$ cat src/rtl/pipeline_pkg.sv
// rtl/pipeline_pkg.sv - shared widths, load-type codes and extension helpers for the pipeline
package pipeline_pkg;

   localparam int DATA_W     = 32;
   localparam int REG_ADDR_W = 5;

   typedef logic [2:0] load_type_t;

   localparam load_type_t LT_W  = 3'd0;
   localparam load_type_t LT_H  = 3'd1;
   localparam load_type_t LT_HU = 3'd2;
   localparam load_type_t LT_B  = 3'd3;
   localparam load_type_t LT_BU = 3'd4;

   function automatic logic [DATA_W-1:0] ext8(input logic [7:0] b, input logic sgn);
      return {{(DATA_W-8){sgn & b[7]}}, b};
   endfunction

   function automatic logic [DATA_W-1:0] ext16(input logic [15:0] h, input logic sgn);
      return {{(DATA_W-16){sgn & h[15]}}, h};
   endfunction

endpackage

$ cat src/rtl/wb_load_align.sv
// rtl/wb_load_align.sv - little-endian byte/halfword select with sign or zero extension
module wb_load_align
   import pipeline_pkg::*;
(
   input  load_type_t        load_type_i,
   input  logic [1:0]        byte_off_i,
   input  logic [DATA_W-1:0] word_i,
   output logic [DATA_W-1:0] aligned_o
);

   logic [7:0]  byte_sel;
   logic [15:0] half_sel;

   always_comb begin
      case (byte_off_i)
         2'd0:    byte_sel = word_i[7:0];
         2'd1:    byte_sel = word_i[15:8];
         2'd2:    byte_sel = word_i[23:16];
         default: byte_sel = word_i[31:24];
      endcase
      // Halfword loads ignore byte_off[0]; misalignment is not trapped here.
      half_sel = byte_off_i[1] ? word_i[31:16] : word_i[15:0];
   end

   always_comb begin
      aligned_o = word_i;
      case (load_type_i)
         LT_B:    aligned_o = ext8(byte_sel, 1'b1);
         LT_BU:   aligned_o = ext8(byte_sel, 1'b0);
         LT_H:    aligned_o = ext16(half_sel, 1'b1);
         LT_HU:   aligned_o = ext16(half_sel, 1'b0);
         default: aligned_o = word_i;
      endcase
   end

endmodule

$ cat src/rtl/wb_stage.sv
// rtl/wb_stage.sv - MEM/WB register, writeback mux, register-file write port and commit counter
// Optional write-first bypass to the ID-stage read ports when WB_BYPASS_EN is defined.
module wb_stage
   import pipeline_pkg::load_type_t;
#(
   parameter int DATA_W = 32,
   parameter int ADDR_W = 5,
   parameter int CNT_W  = 16
) (
   input  logic              clk,
   input  logic              rst_n,
   input  logic              stall,
   input  logic              flush,
   input  logic              mem_reg_write,
   input  logic              mem_mem_to_reg,
   input  load_type_t        mem_load_type,
   input  logic [1:0]        mem_byte_off,
   input  logic [DATA_W-1:0] mem_alu_result,
   input  logic [DATA_W-1:0] mem_read_data,
   input  logic [ADDR_W-1:0] mem_write_address,
   output logic [ADDR_W-1:0] write_address,
   output logic [DATA_W-1:0] write_data,
   output logic              reg_write,
   output logic [CNT_W-1:0]  wb_count,
   input  logic [ADDR_W-1:0] read_addr_a,
   input  logic [ADDR_W-1:0] read_addr_b,
   input  logic [DATA_W-1:0] data_a,
   input  logic [DATA_W-1:0] data_b,
   output logic [DATA_W-1:0] bypass_a,
   output logic [DATA_W-1:0] bypass_b
);

   logic              valid_q,      valid_d;
   logic              reg_write_q,  reg_write_d;
   logic              mem_to_reg_q, mem_to_reg_d;
   load_type_t        load_type_q,  load_type_d;
   logic [1:0]        byte_off_q,   byte_off_d;
   logic [DATA_W-1:0] alu_q,        alu_d;
   logic [DATA_W-1:0] rdata_q,      rdata_d;
   logic [ADDR_W-1:0] waddr_q,      waddr_d;
   logic [CNT_W-1:0]  cnt_q,        cnt_d;

   logic [DATA_W-1:0] load_aligned;

   always_comb begin
      valid_d      = valid_q;
      reg_write_d  = reg_write_q;
      mem_to_reg_d = mem_to_reg_q;
      load_type_d  = load_type_q;
      byte_off_d   = byte_off_q;
      alu_d        = alu_q;
      rdata_d      = rdata_q;
      waddr_d      = waddr_q;
      // A flush only needs to kill valid; the payload fields are left as they were.
      if (flush) begin
         valid_d = 1'b0;
      end else if (!stall) begin
         valid_d      = 1'b1;
         reg_write_d  = mem_reg_write;
         mem_to_reg_d = mem_mem_to_reg;
         load_type_d  = mem_load_type;
         byte_off_d   = mem_byte_off;
         alu_d        = mem_alu_result;
         rdata_d      = mem_read_data;
         waddr_d      = mem_write_address;
      end
   end

   // The write is counted on the edge it leaves WB, so a stalled write counts once.
   always_comb begin
      cnt_d = cnt_q;
      if (reg_write && !stall) cnt_d = cnt_q + CNT_W'(1);
   end

   always_ff @(posedge clk or negedge rst_n) begin
      if (!rst_n) begin
         valid_q      <= 1'b0;
         reg_write_q  <= 1'b0;
         mem_to_reg_q <= 1'b0;
         load_type_q  <= '0;
         byte_off_q   <= '0;
         alu_q        <= '0;
         rdata_q      <= '0;
         waddr_q      <= '0;
         cnt_q        <= '0;
      end else begin
         valid_q      <= valid_d;
         reg_write_q  <= reg_write_d;
         mem_to_reg_q <= mem_to_reg_d;
         load_type_q  <= load_type_d;
         byte_off_q   <= byte_off_d;
         alu_q        <= alu_d;
         rdata_q      <= rdata_d;
         waddr_q      <= waddr_d;
         cnt_q        <= cnt_d;
      end
   end

   wb_load_align u_align (
      .load_type_i (load_type_q),
      .byte_off_i  (byte_off_q),
      .word_i      (rdata_q),
      .aligned_o   (load_aligned)
   );

   assign write_address = waddr_q;
   assign write_data    = mem_to_reg_q ? load_aligned : alu_q;
   assign reg_write     = valid_q & reg_write_q & (waddr_q != '0);
   assign wb_count      = cnt_q;

`ifdef WB_BYPASS_EN
   assign bypass_a = (reg_write && (read_addr_a == write_address)) ? write_data : data_a;
   assign bypass_b = (reg_write && (read_addr_b == write_address)) ? write_data : data_b;
`else
   logic unused_read_addr;
   assign unused_read_addr = ^{read_addr_a, read_addr_b};
   assign bypass_a = data_a;
   assign bypass_b = data_b;
`endif

endmodule
$ cat config.mk
export PLATFORM = sky130hd
export DESIGN_NAME = wb_stage
export DESIGN_NICKNAME = d
export VERILOG_FILES = /design/src/rtl/pipeline_pkg.sv /design/src/rtl/wb_load_align.sv /design/src/rtl/wb_stage.sv
export SDC_FILE = /design/constraint.sdc
export NUM_CORES = 1
export LEC_CHECK = 0
export BUFFER_PORTS_ARGS = -buffer_cell sky130_fd_sc_hd__buf_2
export CAP_MARGIN = 40
export CORE_MARGIN = 1.5
export CORE_UTILIZATION = 29
export CTS_CLUSTER_DIAMETER = 60
export CTS_CLUSTER_SIZE = 8
export DETAILED_ROUTE_END_ITERATION = 6
export PLACE_DENSITY = 0.54
export SETUP_SLACK_MARGIN = 0.2
export SYNTH_ARGS = -nofsm -noshare
export SYNTH_HDL_FRONTEND = slang
export SYNTH_SLANG_ARGS = --single-unit
$ cat constraint.sdc
create_clock -name clk -period 2.4 [get_ports clk]
set_input_delay 0.12 -clock clk [delete_from_list [all_inputs] [get_ports clk]]
set_output_delay 0.12 -clock clk [all_outputs]
set_load 0.01 [all_outputs]
# Yosys cells after proc, flatten, opt, wreduce, memory -nomap -nowiden

Cells that the tools add are included.
Widths: inputs -> output; s select.

Flip-flop bits (word level): 93
Latch bits: 0
RAM bits: 0
ROM bits: 0
Input bits: 154
Output and inout bits: 118
Logic and storage cells: 32
Memories kept: 0

$add $sub $neg: 1
$mul: 0
Divide/modulo/power cells: 0
Order comparisons: 0
Eq/ne operators: 7
Shift operators: 0
Multiplexer cells: 6
Bitwise operators: 4
Reductions and logical operators: 5

Operators by type and width:

| cell                  | number |
|---|---|
| $pmux 32 s4           | 1 |
| $mux 32               | 1 |
| $pmux 8 s3            | 1 |
| $add 16x1->16 const B | 1 |
| $mux 16               | 1 |
| $eq 3x2->1 const B    | 2 |
| $reduce_bool 5->1     | 1 |
| $eq 3x1->1 const B    | 1 |
| $eq 3x3->1 const B    | 1 |
| $and 1x1->1           | 2 |
| $eq 2x1->1 const B    | 1 |
| $eq 2x2->1 const B    | 1 |
| $logic_not 2->1       | 1 |
| $mux 1                | 2 |
| $ne 2x1->1 const B    | 1 |
| $not 1->1             | 2 |
| $reduce_and 2->1      | 1 |
| $logic_and 1x1->1     | 1 |
| $logic_not 1->1       | 1 |

# Depth between registers and ports, before layout

Gate-level depths: netlist of the first run.

Word-level depth: 4
Mapped depth: 7
Mapped depth without buffers: 5

# Hierarchy

A second synthesis of the first run with hierarchy kept.

Cells, all modules: 508
Area, all modules: 5823.1 um2

Modules (own cells, without submodules):

| module        | instances | cells an instance | area each (um2) | seq. area each (um2) |
|---|---|---|---|---|
| wb_stage      | 1         | 328               | 4466.8          | 2327.2 |
| wb_load_align | 1         | 180               | 1356.3          | 0.0 |

# Least setup slack after synthesis of the first run

Ideal clock, no wire load.

Kind: flip-flop to output port
Start point: register byte_off_q[1]
End point: output write_data[21]
Arrival time: 1672 ps
Data required time: 2280 ps
Path slack: 608 ps
Cell stages (with the launch flop): 7
Path buffers: 2
Cell sequence: dfrtp_1 buf_6 mux4_2 a21oi_2 nor4b_4 buf_6 a221o_1

Longest elaborated chain between the ends: 4
Elaborated cells between the ends (all ways): 7
Those cells by class: eq/ne (2); mux (4); reduce/logical (1)

RTL lines:

| item                                     | line                | text |
|---|---|---|
| start, declared                          | wb_stage.sv:37      | `logic [1:0] byte_off_q, byte_off_d;` |
| start signal, assigned                   | wb_stage.sv:91      | `byte_off_q <= byte_off_d;` |
| $eq 2x2->1, or another cell as far along | wb_load_align.sv:15 | `case (byte_off_i)` |
| $pmux 8 s3                               | wb_load_align.sv:15 |  |
| $pmux 32 s4 (*)                          | wb_load_align.sv:27 | `case (load_type_i)` |
| $mux 32 (*)                              | wb_stage.sv:107     | `assign write_data = mem_to_reg_q ? load_aligned : alu_q;` |
| end, declared                            | wb_stage.sv:22      | `output logic [DATA_W-1:0] write_data,` |

Every way passes the cells marked *; elsewhere a longest branch is shown, timed or not.

# Worst setup path after layout of the first run

Start point: register byte_off_q[0]
End point: output write_data[4]

Longest elaborated chain between the ends: 4
Elaborated cells between the ends (all ways): 6
Those cells by class: eq/ne (2); mux (3); reduce/logical (1)

RTL lines:

| item                                     | line |
|---|---|
| $eq 2x2->1, or another cell as far along | wb_load_align.sv:15 |
| $pmux 8 s3 (*)                           | wb_load_align.sv:15 |
| $pmux 32 s4 (*)                          | wb_load_align.sv:27 |
| $mux 32 (*)                              | wb_stage.sv:107 |

Marked as above.

==> impl_metrics.toml, run 1 <==
[timing]
relSlewSlack_pct = 58.98
worstMarginPinSlew_ps = 615.4
fin_skew_ps = 2.106
hold_slack_ps = 11.28
finalCritPeriodShare_pct = 96.76
finalMaxSlewViolations = 0
period_minus_slack_ps = 2322
setup_viol_count_final = 0
rsz0062_at_grt = "yes"
worst_slack_ps = 77.74
fmax_ghz = 0.4306
finalHoldViolCount = 0
tns_ps = 0

[routing]
wl_per_cell_um = 19.25
wl_met2_um = 7566
dr.pass1.iters = 4
viasPerCell = 4.877
wl_um = 14710
drcViolationCount = 0
m1WireLength_um = 5277
dr.first_iter.drc_count = 190
wl_met3_um = 876
top_layer_used = "met4"
vias = 3726
ant_nets = 0

[die]
dieArea_um2 = 17800
num_rows = 47
fp.dieW_um = 133.4
coreArea_um2 = 16580
die_y_um = 133.4
ioPinCount = 272
start_util_pct = 29.74

[power_and_ir_drop]
seq_power_share_pct = 40.5
intPower_mw = 3.499
p_total_mw = 4.997
ir_drop_mv = 0.3363
power_leakage_nw = 2.878
power.switching_mw = 1.498
switching_share_pct = 29.99
clockPowerShare_pct = 31.9
combPwrFrac_pct = 27.6
power.density_nw_per_um2 = 785.7

[synth]
syn-num-nets = 566
synth.distinct_cells = 42
syn_inst = 411
synth_top_area_share_pct = 47.18
yosys_warnings = 0
async_reset_ff_share_pct = 100.0
ys_seq_area_share_pct = 47.18
postSynthAreaPerCell_um2 = 12.00
synth_top_area_cell = "dfrtp_1"
ys_ff_latch = 93
synth-edff-count = 0
syn_area_um2 = 4932
synth_top_cells_by_area = "dfrtp_1 47%, mux2_2 17%, buf_4 9.9%"
ys.flop_type = "dfrtp_1"

[critical_path]
worstSetupPathType = "reg2out"
start_kind = "register"
timing.rr.start = "write_address[1]"
worstSetupEndpointType = "output pin"
cp_max_fo = 5
crit_start = "byte_off_q[0]"
r2r_slack_ps = 600
arrival_ps = 2200
cp_data_required_time_ps = 2280

[place]
io_buffers = 133
place_area_um2 = 5406
routabilityCongestion = 0.7546
place_ws_ps = 137.3
dp.cells = 688
dpl.hpwl_um = 10640

[finish]
final_common_cell = "buf_2"
design_area_um2 = 6360
most-common-layout-cells = "132 x buf_2, 89 x dfrtp_1, 76 x mux2_2, 45 x dlygate4sd3_1, 19 x a21oi_1"
drive_above_1_share_pct = 50.74
syn_to_final_growth_pct = 28.94
nNetsFinal = 694
diodes = 0
instances_no_fill = 764
n_fill_cell = 1629
final_core_util_pct = 38.35

[flow_run]
drv_cap = 0

[hold_path]
hold_path_class = "in2reg"
worstHoldStart = "mem_alu_result[5]"

[grt]
grt_max_degree = 62
track_usage_pct = 16.58
grt_pass1_vias = 3873
gr-total-overflow = 0
grt_pass1_wl_um = 22050
antenna_found_initial = 0

[run_status]
status = "finished, final reports clean"

[cts]
clk_latency_ps = 340
clk_path_buf_depth = 2
cts_sinks = 93
cts_tree = "done"
cts_buffers = 9
clkTransAtPathRegs_ps = 70
h-tree-depth = 3
clockRootBuffer = "clkbuf_16"
==> power by group through the flow <==
| stage | combinational, mW | sequential, mW | clock, mW |
|---|---|---|---|
| finish | 1.38 | 2.02 | 1.59 |
| global route | 1.49 | 2.06 | 1.71 |
| CTS | 1.36 | 2.02 | 1.64 |
| floorplan | 0.882 | 1.98 | 0 |
| global placement | 1.22 | 2.04 | 0 |
| detailed placement | 1.24 | 2.05 | 0 |
==> final timing paths <==
kind / endpoint / cells past startpoint
worst min-delay path: alu_q[5] / 2
max in group asynchronous: load_type_q[2] / 3
worst max-delay path: write_data[4] / 6
worst max register to register: wb_count[14] / 5
worst min register to register: wb_count[15] / 1
min in group asynchronous: wb_count[12] / 2
==> area by class of cell <==
type | instances | area (um^2) | area share [%]
flip-flops and latches | 93 | 2332 | 36.67
well taps | 220 | 275.3 | 4.328
inverters | 3 | 11.26 | 0.1771
clock inverters | 5 | 81.33 | 1.279
clock buffers | 11 | 252.7 | 3.974
repair buffers | 206 | 1378 | 21.66
multi-input cells | 226 | 2029 | 31.91
==> worst max-delay path: stages (launching register included) <==
cell	delay, ps
dfrtp_1	360
buf_6	140
buf_6	100
mux4_2	480
a222oi_1	490
a21oi_1	120
buf_2	170
==> cells by family (layout without fill, tap and decap cells) <==
group | after synthesis | count (layout) | synth area share [%]
AOI/OAI and AO/OA | 66 | 66 | 9.995
xor gates and xnor gates | 17 | 17 | 3.019
adders and majority gates | 1 | 1 | 0.2536
buffers and inverters | 92 | 225 | 12.46
DFF | 93 | 93 | 47.18
muxes | 85 | 85 | 20.95
and+or+nand+nor | 57 | 57 | 6.139
==> state kept, by name, summed over array words and instances, names as in the netlist <==
name           cells
byte_off_q         2
load_type_q        3
rdata_q           32
mem_to_reg_q       1
write_address      5
alu_q             32
wb_count          16
reg_write_q        1
valid_q            1
==> synth_stat cells (7+ instances only) <==
master	n
a21oi_1	23
a221o_1	16
a222oi_1	7
buf_2	8
buf_4	65
clkbuf_1	12
dfrtp_1	93
mux2_2	76
mux4_2	7
nand2_1	11
nor2_1	19
xnor2_1	14
==> repair_timing <==
item                                   in CTS  in global routing
cloned                                      1                  0
setup endpoints to repair                  32                 31
pin swaps                                  18                  7
hold buffers                               44                  1
buffers inserted                            9                  5
endpoints found under the hold margin      75                  1
gates resized for setup                    15                  7
==> per-layer routing <==
layer / vias up / GRT usage [%]
met5: - / 0
met4: 0 / 13.41
met3: 71 / 3.881
met2: 138 / 28.79
met1: 1831 / 17.10
li1: 1686 / -
Note: power is estimated with default switching activity, not from simulation.
==> run 2: changes to the inputs <==
--- a/config.mk
+++ b/config.mk
@@ -8,11 +8,11 @@
 export BUFFER_PORTS_ARGS = -buffer_cell sky130_fd_sc_hd__buf_2
 export CAP_MARGIN = 40
 export CORE_MARGIN = 1.5
-export CORE_UTILIZATION = 29
+export CORE_UTILIZATION = 41
 export CTS_CLUSTER_DIAMETER = 60
 export CTS_CLUSTER_SIZE = 8
 export DETAILED_ROUTE_END_ITERATION = 6
-export PLACE_DENSITY = 0.54
+export PLACE_DENSITY = 0.73
 export SETUP_SLACK_MARGIN = 0.2
 export SYNTH_ARGS = -nofsm -noshare
 export SYNTH_HDL_FRONTEND = slang
==> constraint.sdc (replaced) <==
create_clock -name clk -period 2.4 [get_ports clk]
set_input_delay 0.48 -clock clk [delete_from_list [all_inputs] [get_ports clk]]
set_output_delay 0.48 -clock clk [all_outputs]
set_load 0.01 [all_outputs]
==> run 2 against run 1 <==
Net effect:
- the run now ends with setup timing left
- final area down 7.6%
- clock-buffer cell count up 1
- routed wire length down 9.5%
- global-route usage up 4.3 points
- cell count down 15%
- via count down 3.4%
- non-clock buffer count down 38
- critical path depth unchanged
- clock power down 13%
- utilization up 12 points
- register-to-register slack about the same
- worst setup slack worse by 280 ps
==> impl_metrics.toml, run 2 (synthesized netlist as in run 1, its figures left out) <==
[die]
coreArea_um2 = 11560
fp.dieW_um = 112.7
die_y_um = 112.7
ioPinCount = 272
num_rows = 39
start_util_pct = 42.65
dieArea_um2 = 12700

[finish]
diodes = 0
regArea_um2 = 2332
final_common_cell = "buf_2"
n_fill_cell = 1000
nNetsFinal = 656
design_area_um2 = 5876
most-common-layout-cells = "131 x buf_2, 89 x dfrtp_1, 76 x mux2_2, 28 x buf_4, 21 x a21oi_1"
drive_above_1_share_pct = 55.53
multiInputGateArea_um2 = 2044
syn_to_final_growth_pct = 19.13

[power_and_ir_drop]
intPower_mw = 3.318
p_total_mw = 4.782
seq_power_share_pct = 42.2
power_leakage_nw = 2.710
ir_drop_mv = 0.4700
combPwrFrac_pct = 28.9
clockPowerShare_pct = 28.9
power.density_nw_per_um2 = 813.9
switching_share_pct = 30.62
power.switching_mw = 1.464

[grt]
use_met2_pct = 36.34
grtUsageMet1_pct = 22.06
grt_max_degree = 55
grt_pass1_vias = 3697
gr-total-overflow = 0
track_usage_pct = 20.91
antenna_found_initial = 1
grt.busiest_layer = "met2"
met3_usage_pct = 6.965
grt_pass1_wl_um = 20170

[routing]
ant_nets = 0
dr.first_iter.drc_count = 177
drcViolationCount = 0
viasPerCell = 5.547
vias = 3600
wl_um = 13300
dr.pass1.iters = 7
wl_per_cell_um = 20.50

[critical_path]
rr_worst_depth = 5
worstSetupEndpointType = "output pin"
arrival_ps = 2120
cp_max_fo = 11
worstSetupPathType = "reg2out"
cp_data_required_time_ps = 1920
timing.rr.start = "write_address[1]"
r2r-end = "wb_count[14]"
start_kind = "register"
r2r_slack_ps = 610

[cts]
clk_path_buf_depth = 2
cts_tree = "done"
clkTransAtPathRegs_ps = 70
h-tree-depth = 3
clockRootBuffer = "clkbuf_16"
cts_buffers = 9
cts_sinks = 93
clk_latency_ps = 340

[run_status]
status = "complete, but fails checks"
violations = "setup timing"

[timing]
worst_slack_ps = -200.0
fmax_ghz = 0.3846
relSlewSlack_pct = 65.16
fin_skew_ps = 9.229
setup_viol_count_final = 32
worstMarginPinSlew_ps = 522.6
period_minus_slack_ps = 2600
finalCritPeriodShare_pct = 108.3
rsz0062_at_grt = "yes"
finalHoldViolCount = 0
finalMaxSlewViolations = 0

[place]
io_buffers = 133
place_area_um2 = 5396
place_ws_ps = -56.68
routabilityCongestion = 0.8482
dpl.hpwl_um = 9778

[hold_path]
hold_path_class = "in2async"

[flow_run]
drv_cap = 0
-- run 2: cell count changes in the layout (fill, tap and decap cells not counted), moves of 2 or more --
cell           previous run  this run
dlygate4sd3_1            45         0
buf_4                    18        28
a21oi_2                   5         2
buf_12                    2         5
buf_6                     7         4
a21oi_1                  19        21
bufinv_16                 2         0
clkinvlp_4                1         3
o21ai_0                   4         2
o21ai_1                   0         2
-- run 2: worst max-delay path by stage --
stage | start | end | slack (ps) | cells after the start
4_1_cts | byte_off_q[1] | write_data[23] | -260 | 6
3_3_place_gp | load_type_q[0] | write_data[29] | 20 | 5
5_1_grt | byte_off_q[0] | write_data[6] | -300 | 5
6_report | byte_off_q[1] | write_data[23] | -200 | 6
3_5_place_dp | load_type_q[0] | write_data[23] | -60 | 5
2_1_floorplan | byte_off_q[1] | write_data[21] | 250 | 6
-- run 2: layer usage --
metal | wire length (um) | up-vias
li1 | - | 1606
met3 | 1175 | 50
met1 | 4556 | 1756
met2 | 6966 | 188
met4 | 605 | 0
met5 | 0 | -
-- run 2: worst max-delay path, stage by stage (launching register included) --
cell and delay (ps):
dfrtp_2 400, mux4_2 550, a21oi_4 160, nor4b_4 80, buf_6 160, a221o_1 270, buf_2 150
-- run 2: final cells by class --
| type | instances | area share (%) |
|---|---|---|
| clock buffers | 12 | 4.536 |
| clock inverters | 4 | 0.5324 |
| flip-flops and latches | 93 | 39.69 |
| well taps | 143 | 3.045 |
| inverters | 3 | 0.1917 |
| multi-input cells | 226 | 34.80 |
| repair buffers | 168 | 17.21 |
-- run 2: power by group through the flow --
stage	Sequential [mW]	Combinational, mW	Clock (mW)
after CTS	2.02	1.30	1.42
after global placement	2.03	1.24	0
after global routing	2.05	1.49	1.49
final	2.02	1.38	1.38
after detailed placement	2.04	1.27	0
after floorplan	1.98	0.882	0
-- run 2: repair_timing --
item / in CTS / in global routing
buffers inserted: 6 / 8
pin swaps: 9 / 5
hold buffers: 0 / 0
resized for setup: 6 / 16
gates cloned: 0 / 1
endpoints found under the setup margin: 32 / 32
-- run 2: per-stage QoR --
| stage | hold slack, ps | TNS [ps] | utilization, % | instances |
|---|---|---|---|---|
| after floorplan | 184.4 | 0 | - | 411 |
| after global placement | 463.2 | 0 | 46.66 | 618 |
| after detailed placement | 474.9 | -513.5 | 46.66 | 618 |
| after CTS | 124.8 | -6204 | 49.78 | 640 |
| after global routing | 140.2 | -7948 | 50.81 | 649 |
| final | 116.2 | -5175 | 50.81 | 649 |
